$ cat config.mk
export PLATFORM = sky130hd
export DESIGN_NAME = shift_serializer
export DESIGN_NICKNAME = d
export VERILOG_FILES = /design/src/rtl/shift_serializer_pkg.sv /design/src/rtl/shift_serializer_tick_div.sv /design/src/rtl/shift_serializer.sv
export SDC_FILE = /design/constraint.sdc
export NUM_CORES = 1
export LEC_CHECK = 0
export ABC_AREA = 1
export ABC_CLOCK_PERIOD_IN_PS = 1700
export BUFFER_PORTS_ARGS = -buffer_cell sky130_fd_sc_hd__buf_2
export CORE_ASPECT_RATIO = 0.7
export CORE_MARGIN = 2
export CORE_UTILIZATION = 31
export DETAILED_ROUTE_END_ITERATION = 8
export GPL_TIMING_DRIVEN = 0
export REMOVE_ABC_BUFFERS = 1
export SYNTH_ARGS = -nofsm -noshare
export SYNTH_HDL_FRONTEND = slang
export SYNTH_SLANG_ARGS = --single-unit
$ cat constraint.sdc
create_clock -name clk -period 1.7 [get_ports clk]
set_input_delay 0.425 -clock clk [delete_from_list [all_inputs] [get_ports clk]]
set_output_delay 0.425 -clock clk [all_outputs]
set_load 0.01 [all_outputs]
$ cat src/rtl/shift_serializer_pkg.sv
// Shared definitions for the shift serializer: FSM state encodings and parameter defaults.
package shift_serializer_pkg;

    localparam int DEFAULT_BITS     = 8;
    localparam int DEFAULT_TICK_DIV = 4;

    typedef enum logic [1:0] {
        IDLE  = 2'd0,
        SHIFT = 2'd1,
        DONE  = 2'd2
    } state_t;

endpackage

$ cat src/rtl/shift_serializer_tick_div.sv
// Bit-period prescaler: counts 0..TICK_DIV-1 while enabled and pulses tick on the last count.
module module_tick_div
    import shift_serializer_pkg::*;
#(
    parameter int TICK_DIV = DEFAULT_TICK_DIV
) (
    input  logic clk,
    input  logic btn_reset,
    input  logic enable,
    input  logic clear,
    output logic tick
);

    // A one-cycle bit period still needs a 1-bit counter that simply stays at zero.
    localparam int CW = (TICK_DIV > 1) ? $clog2(TICK_DIV) : 1;
    localparam logic [CW-1:0] LAST = CW'(TICK_DIV - 1);

    logic [CW-1:0] cnt;

    always_ff @(posedge clk or negedge btn_reset) begin
        if (!btn_reset) begin
            cnt <= '0;
        end else if (clear) begin
            cnt <= '0;
        end else if (enable) begin
            cnt <= (cnt == LAST) ? '0 : cnt + 1'b1;
        end
    end

    assign tick = enable && (cnt == LAST);

endmodule

$ cat src/rtl/shift_serializer.sv
// Parallel-to-serial shifter: accepts a word when idle (load_valid & load_ready), sends one bit
// every TICK_DIV cycles in the captured order, then pulses done for one cycle.
module shift_serializer
    import shift_serializer_pkg::*;
#(
    parameter int BITS     = DEFAULT_BITS,
    parameter int TICK_DIV = DEFAULT_TICK_DIV
) (
    input  logic            clk,
    input  logic            btn_reset,
    input  logic            load_valid,
    input  logic [BITS-1:0] load_data,
    input  logic            load_msb_first,
    input  logic            fill_bit,
    output logic            load_ready,
    output logic            ser_data,
    output logic            ser_strobe,
    output logic            busy,
    output logic            done,
    output logic [BITS-1:0] leds,
    output state_t          fsm_state
);

    localparam int BW = $clog2(BITS);
    localparam logic [BW-1:0] LAST_BIT = BW'(BITS - 1);

    state_t          state_q, state_d;
    logic [BITS-1:0] shreg;
    logic [BW-1:0]   bit_cnt;
    logic            msb_q, fill_q;
    logic            tick, accept, strobe;

    always_ff @(posedge clk or negedge btn_reset) begin
        if (!btn_reset) state_q <= IDLE;
        else            state_q <= state_d;
    end

    always_comb begin
        state_d    = state_q;
        load_ready = 1'b0;
        busy       = 1'b0;
        done       = 1'b0;
        case (state_q)
            IDLE: begin
                load_ready = 1'b1;
                if (load_valid) state_d = SHIFT;
            end
            SHIFT: begin
                busy = 1'b1;
                if (tick && (bit_cnt == LAST_BIT)) state_d = DONE;
            end
            DONE: begin
                done    = 1'b1;
                state_d = IDLE;
            end
            default: state_d = IDLE;
        endcase
    end

    assign accept = load_valid & load_ready;
    assign strobe = busy & tick;

    module_tick_div #(.TICK_DIV(TICK_DIV)) u_tick_div (
        .clk       (clk),
        .btn_reset (btn_reset),
        .enable    (busy),
        .clear     (accept),
        .tick      (tick)
    );

    // Word options are latched on accept so input changes mid-word cannot disturb the stream.
    always_ff @(posedge clk or negedge btn_reset) begin
        if (!btn_reset) begin
            shreg   <= '0;
            bit_cnt <= '0;
            msb_q   <= 1'b0;
            fill_q  <= 1'b0;
        end else if (accept) begin
            shreg   <= load_data;
            bit_cnt <= '0;
            msb_q   <= load_msb_first;
            fill_q  <= fill_bit;
        end else if (strobe) begin
            shreg   <= msb_q ? {shreg[BITS-2:0], fill_q} : {fill_q, shreg[BITS-1:1]};
            bit_cnt <= bit_cnt + 1'b1;
        end
    end

    assign ser_strobe = strobe;
    assign ser_data   = strobe & (msb_q ? shreg[BITS-1] : shreg[0]);
    assign leds       = shreg;
    assign fsm_state  = state_q;

endmodule

Word level (Yosys, flattened, before mapping) --
Index checks and enable logic that the tools add are counted.
Operators by class: mux-type cells 15, $add $sub $neg 2, reductions and logical operators 6, bitwise operators 3, equal/unequal tests 6
Operators by type and width (number):
- 8-bit two-way mux | 3
- 2-bit two-way mux | 5
- 3-bit two-way mux | 2
- 2-bit equality test (second input constant) | 2
- 1-bit two-way mux | 4
- 2-bit inequality test (second input constant) | 2
- 2-bit one-hot mux with 2 select lines | 1
- 2-bit nonzero test | 2
- 3-bit by 1-bit adder with 3-bit output (second input constant) | 1
- 1-bit bitwise AND | 3
- 3-bit equality test (second input constant) | 1
- 2-bit by 1-bit adder with 2-bit output (second input constant) | 1
- 2-bit by 1-bit equality test with 1-bit output (second input constant) | 1
- 1-bit logical AND | 2
- 2-bit zero test | 1
- 2-bit AND reduction | 1
Word-level totals: flip-flop bits (word level) 17, logic and storage cells 38, input bits 13, output and inout port bits 15

Logic depth before layout (Yosys ltp) --
Gate-level depths: netlist of the first run.
depth in word-level cells 6, depth in mapped cells 8, depth with buffers taken out 7

Modules after synthesis --
From an unflattened synthesis of the first run, not the netlist that was laid out.
Second synthesis, totals: cells, all modules 139, area total of the unflattened synthesis 969.7 µm²
Modules (own cells, without submodules):
- shift_serializer | area each 860.8 µm², sequential area each 375.4 µm², instances 1, cells each 125
- module_tick_div | area each 108.9 µm², sequential area each 50.0 µm², instances 1, cells each 14

Worst setup path before layout of the first run --
No wires, ideal clock.
path type register -> output, start point register state_q[1] (netlist: fsm_state[1]), end point output ser_data, arrival 0.952 ns, path slack 0.323 ns, cell stages (with the launch flop) 4, data required time 1.275 ns, path buffers 0, cells stage by stage dfrtp_1 > inv_1 > nand3_1 > a21oi_1
On the way: word-level cells in the longest chain between the ends 5
RTL lines:
- from (decl) | RTL line shift_serializer.sv:27 | state_t state_q, state_d;
- from (signal assigned) | RTL line shift_serializer.sv:35 | else state_q <= state_d;
- 2-bit by 1-bit equality test with 1-bit output (*) | RTL line shift_serializer.sv:43 | case (state_q)
- 1-bit two-way mux (*) | RTL line shift_serializer.sv:43
- 1-bit logical AND | RTL line shift_serializer_tick_div.sv:30 | assign tick = enable && (cnt == LAST);
- 1-bit bitwise AND (*) | RTL line shift_serializer.sv:61 | assign strobe = busy & tick;
- 1-bit bitwise AND (*) | RTL line shift_serializer.sv:90 | assign ser_data = strobe & (msb_q ? shreg[BITS-1] : shreg[0]);
- to (decl) | RTL line shift_serializer.sv:16 | output logic ser_data,
Mark *: on every way between the ends. The rest lies on a longest branch, timed or not.

Worst setup path after layout of the first run --
start point register u_tick_div.cnt[0], end point output ser_data
On the way: word-level cells in the longest chain between the ends 4
RTL lines:
- from (decl) | RTL line shift_serializer_tick_div.sv:18 | logic [CW-1:0] cnt;
- from (signal assigned) | RTL line shift_serializer_tick_div.sv:26 | cnt <= (cnt == LAST) ? '0 : cnt + 1'b1;
- 2-bit equality test | RTL line shift_serializer_tick_div.sv:30
- 1-bit logical AND | RTL line shift_serializer_tick_div.sv:30
- 1-bit bitwise AND | RTL line shift_serializer.sv:61
- 1-bit bitwise AND | RTL line shift_serializer.sv:90
Every way passes these cells.

==> results of run 1 <==
-- synth_stat cells, drive strengths merged --
master	count
a21oi	4
clkinv	1
buf	3
o21ai	1
nand3	13
inv	8
ha	3
nand2	76
nor2	7
nand3b	1
dfrtp	17
-- cell type report --
class	instances	area, µm²
sequential	17	427
timing repair buffer	28	143
multi-input combinational	105	497
tap	36	45.0
fill	298	1670
clock buffer	4	45.0
inverter	9	36.3
-- per-stage QoR --
stage          instance area [µm²]  utilization, %  worst slack, ps  setup TNS, ps
2_1_floorplan                  931               -              323              0
3_3_place_gp                  1110            38.8             57.2              0
3_5_place_dp                  1110            38.8             86.2              0
4_1_cts                       1160            40.6            -3.73          -3.73
5_1_grt                       1190            41.7            -7.07          -13.5
6_report                      1190            41.7             49.1              0
-- power by group --
| part | switching (mW) | internal (mW) |
|---|---|---|
| clock | 0.139 | 0.166 |
| sequential | 0.162 | 0.564 |
| combinational | 0.547 | 0.362 |
-- critical path, stage by stage, from the launching register on --
cell and delay (ps):
dfrtp_1 410, ha_4 170, nand3_4 100, a21oi_1 140, buf_2 150
-- state kept, by name (all words and copies together) (netlist names) --
signal / flops
fill_q: 1
leds: 8
u_tick_div.cnt: 2
msb_q: 1
bit_cnt: 3
fsm_state: 2
-- per-layer routing --
metal / global-route usage (%) / vias to the layer above
li1: - / 475
met1: 20.2 / 420
met2: 23.3 / 34
met3: 4.82 / 2
met4: 0.962 / 0
met5: 0 / -
-- worst max-delay path by stage --
stage / from / end / slack [ps]
5_1_grt: u_tick_div.cnt[0] / ser_data / -7
2_1_floorplan: fsm_state[1] / ser_data / 320
3_5_place_dp: msb_q / ser_data / 90
3_3_place_gp: msb_q / ser_data / 60
4_1_cts: u_tick_div.cnt[0] / ser_data / -4
6_report: u_tick_div.cnt[0] / ser_data / 50
-- kinds of logic (layout without fill, tap and decap cells) --
logic type | count (synthesis) | after routing | share of synthesized area, %
AND/OR/NAND/NOR | 97 | 97 | 42.9
flip-flops | 17 | 17 | 44.6
buffers and inverters | 12 | 41 | 6.03
AO/OA/AOI/OAI | 5 | 5 | 2.62
adder cells (fa/ha/maj) | 3 | 3 | 3.93
-- timing repair --
action                                  CTS  global route
setup buffers                             0             1
hold buffers                              0             0
pin swaps                                 0             1
resized for setup                         3             6
endpoints found under the setup margin    2             2
==> metrics, run 1 <==
post-layout minimum cycle time 1650 ps; Overall Global Routing Usage 14.6%; Worst setup EP type primary output; hold_ws 88.5 ps; final setup violation count 0; cells after synthesis 134; DP HPWL 1.64 mm; post-route ant nets 0; worst min-delay path class input port to asynchronous set/reset pin; Worst-Skew Late Latency 250 ps; Die ar. 3550 µm²; M1 WL 1.14 mm; routability cong. 0.762; Pleak 0.702 nW; max_cap viols 0; commonest non-fill, non-tap cell in the layout nand2_1; final wirelength 2.35 mm; core area 2860 µm²; FMAX 606 MHz; DP Cell Count 194; Site Rows 16; met2 wire len 1.04 mm; metal3 WL 162 µm; post-synth top area cell dfrtp_1; synth warn 0; # IOs 28; largest net degree at the start of global routing 19; register bit total from synthesis 17; Critical R2R Capture bit_cnt[1]; antenna fix cells 0; clk slew on worst S/H paths 70 ps; fin nets 180; CTS Sinks 17; Inserted Clock Buffers 3; TritonCTS clock tree built; required time worst endpoint 1270 ps; Critical Path AT 1230 ps; pwr/cell area 1630 nW/µm²; initial antenna violation count 0; Synth area leaders dfrtp_1 45%, nand2_1 29%, nand3_1 6.8%; Avg WL per Cell 11.8 µm; global-route wire length before repair 4.14 mm; Tcrit/Tclk final 97.1%; unrepaired setup endpoints after global routing yes; vias in the first global route 875; kind of critical path flop to primary output; Seq/Total Area, Yosys 44.6%; Final Non-Filler Cells 199; Startpoint Class flop; Hold Fails Final Rpt 0; Slew @ Worst Pin 391 ps; R2R Setup Slk 190 ps; most frequent cells in the layout 73 x nand2_1, 27 x buf_2, 16 x dfrtp_1; drc violations 0; Reg2Reg Depth 6; mean post-synth cell area 7.12 µm²; post-synthesis cell area 955 µm²; IR drop worst, VDD 0.492 mV; Via-to-Cell Ratio 4.68; Worst Skew 0.740 ps; Area Overhead vs Synth 24.9%; DR pass1 iterations 4; Synth cell types 17; effective utilization at floorplan 33.3%; Design Power 1.94 mW; worst-case clock buffer depth 2; Crit Path Max Fanout 4; die span in y 50.4 µm; ratio of cells with drive above 1 in the final layout 25.8%; post-synth top area share 44.6%; Worst R2R Start fsm_state[0]; clk root buf clkbuf_8; run status finished, final reports clean; total grt overflow 0; DRT iter0 DRCs 78; H-tree Lvls 1; Die X 70.3 µm; highest metal used met4; port bufs 27; final-report max-slew violation count 0; via count 931; worst slew margin relative to its limit 73.9%
Power figures use the tool's default switching activity.
==> run 2: changes to the inputs <==
==> constraint.sdc (replaced) <==
create_clock -name clk -period 1.7 [get_ports clk]
set_input_delay 0.085 -clock clk [delete_from_list [all_inputs] [get_ports clk]]
set_output_delay 0.085 -clock clk [all_outputs]
set_load 0.01 [all_outputs]
==> metrics, run 2 (synthesis gave the netlist of run 1 again) <==
run status finished, final reports clean; DR pass1 iterations 4; Tcrit/Tclk final 90.3%; Crit Path Max Fanout 10; final setup violation count 0; dpl cell area 1110 µm²; TritonCTS clock tree built; Critical Path AT 1450 ps; post-route ant nets 0; drc violations 0; Die X 70.3 µm; worst-case clock buffer depth 2; Overall Global Routing Usage 14.3%; port bufs 27; R2R Setup Slk 230 ps; Worst Hold Launch fill_bit; antenna fix cells 0; sw frac 43.9%; max FFs per register 8; Slew @ Worst Pin 399 ps; most frequent cells in the layout 73 x nand2_1, 27 x buf_2, 17 x dfrtp_1; largest net degree at the start of global routing 19; Avg WL per Cell 11.6 µm; Startpoint Class flop; commonest non-fill, non-tap cell in the layout nand2_1; global-route wire length before repair 4.07 mm; routability cong. 0.762; Worst R2R Start fsm_state[0]; Via-to-Cell Ratio 4.64; Area Overhead vs Synth 22.5%; Worst Path Buf+Inv 2; max_cap viols 0; setup bufs post-CTS 0; die span in y 50.4 µm; effective utilization at floorplan 33.3%; H-tree Lvls 1; vias in the first global route 863; IR drop worst, VDD 0.497 mV; fin nets 180; NetSw 0.816 mW; DP HPWL 1.64 mm; Clock power frac 16.5%; setup TNS 0 ps; CTS Sinks 17; kind of critical path flop to primary output; Site Rows 16; Hold Path Sink fill_q; pwr/cell area 1590 nW/µm²; Pleak 0.696 nW; unrepaired setup endpoints after global routing no; final wirelength 2.31 mm; worst slew margin relative to its limit 73.4%; critical path depth 4; via count 923; Critical R2R Capture leds[7]; Crit-path slowest cell dfrtp_1; Worst setup EP type primary output; final-report max-slew violation count 0; Crit path largest cell delay 570 ps; Design Power 1.86 mW; Inserted Clock Buffers 3; final setup margin 164 ps; core area 2860 µm²; clk slew on worst S/H paths 70 ps; CP delay by family, top flip-flops; Reg2Reg Depth 6; worst path cell trace clkinvlp_4 > nand2_1 > a21oi_1 > buf_2; Seq pwr share 38.9%; pre-CTS WS 223 ps; initial antenna violation count 0; design area 1170 µm²; Die ar. 3550 µm²; ratio of cells with drive above 1 in the final layout 22.1%; worst min-delay path class input port to flop; clk root buf clkbuf_8; DRT iter0 DRCs 54; Hold Fails Final Rpt 0; worst hold path depth 3; FMAX 651 MHz; Worst Skew 1.69 ps; Comb power frac 44.6%; # IOs 28; Internal Power 1.04 mW; Worst-Skew Late Latency 250 ps; total grt overflow 0; post-layout minimum cycle time 1540 ps; layout filler cell count 297; required time worst endpoint 1620 ps
[run 2: worst max-delay path by stage]
stage	start	to	slack (ps)
6_report	msb_q	ser_data	160
4_1_cts	msb_q	ser_data	120
5_1_grt	msb_q	ser_data	40
2_1_floorplan	fsm_state[0]	leds[0]	410
3_3_place_gp	fsm_state[0]	leds[1]	250
3_5_place_dp	fsm_state[0]	leds[2]	220
[run 2: layer usage]
layer | global-route usage (%) | share of wire, % | up-vias
met1 | 20.2 | 51 | 418
met4 | 0.962 | 0.35 | 0
li1 | - | - | 474
met3 | 4.82 | 6.4 | 2
met2 | 22.2 | 43 | 29
met5 | 0 | 0 | -
[run 2: cell type report]
type / instances / area (µm²) / area share, %
multi-input cells: 105 / 472 / 40.3
flip-flops and latches: 17 / 425 / 36.4
repair buffers: 28 / 145 / 12.4
clock buffers: 4 / 45.0 / 3.85
well taps: 36 / 45.0 / 3.85
inverters: 9 / 37.5 / 3.21
[run 2: power by group through the flow]
stage	clock [mW]	combinational, mW	sequential, mW
final	0.306	0.828	0.723
after detailed placement	0	0.836	0.721
after CTS	0.319	0.840	0.718
after floorplan	0	0.550	0.724
after global routing	0.339	0.972	0.749
after global placement	0	0.809	0.722
[run 2: worst reg2reg max path: cells and delay by family (launching register included)]
| family | cells | cell delay, ps |
|---|---|---|
| DFF | 1 | 450 |
| and+or+nand+nor | 5 | 780 |
| buffers and inverters | 1 | 130 |
[run 2: repair_timing]
item / 4_1_cts / 5_1_grt
hold endpoints to repair: 17 / 0
setup endpoints to repair: 0 / 1
hold buffers: 1 / 0
gates resized for setup: 0 / 1
[run 2: stage by stage]
step                std cells  utilization, %  hold WS, ps
floorplan                 131               -         -211
global placement          194            38.8         36.8
detailed placement        194            38.8         36.1
CTS                       199            40.7         81.0
global route              199            40.9         95.4
finish                    199            40.9         83.2
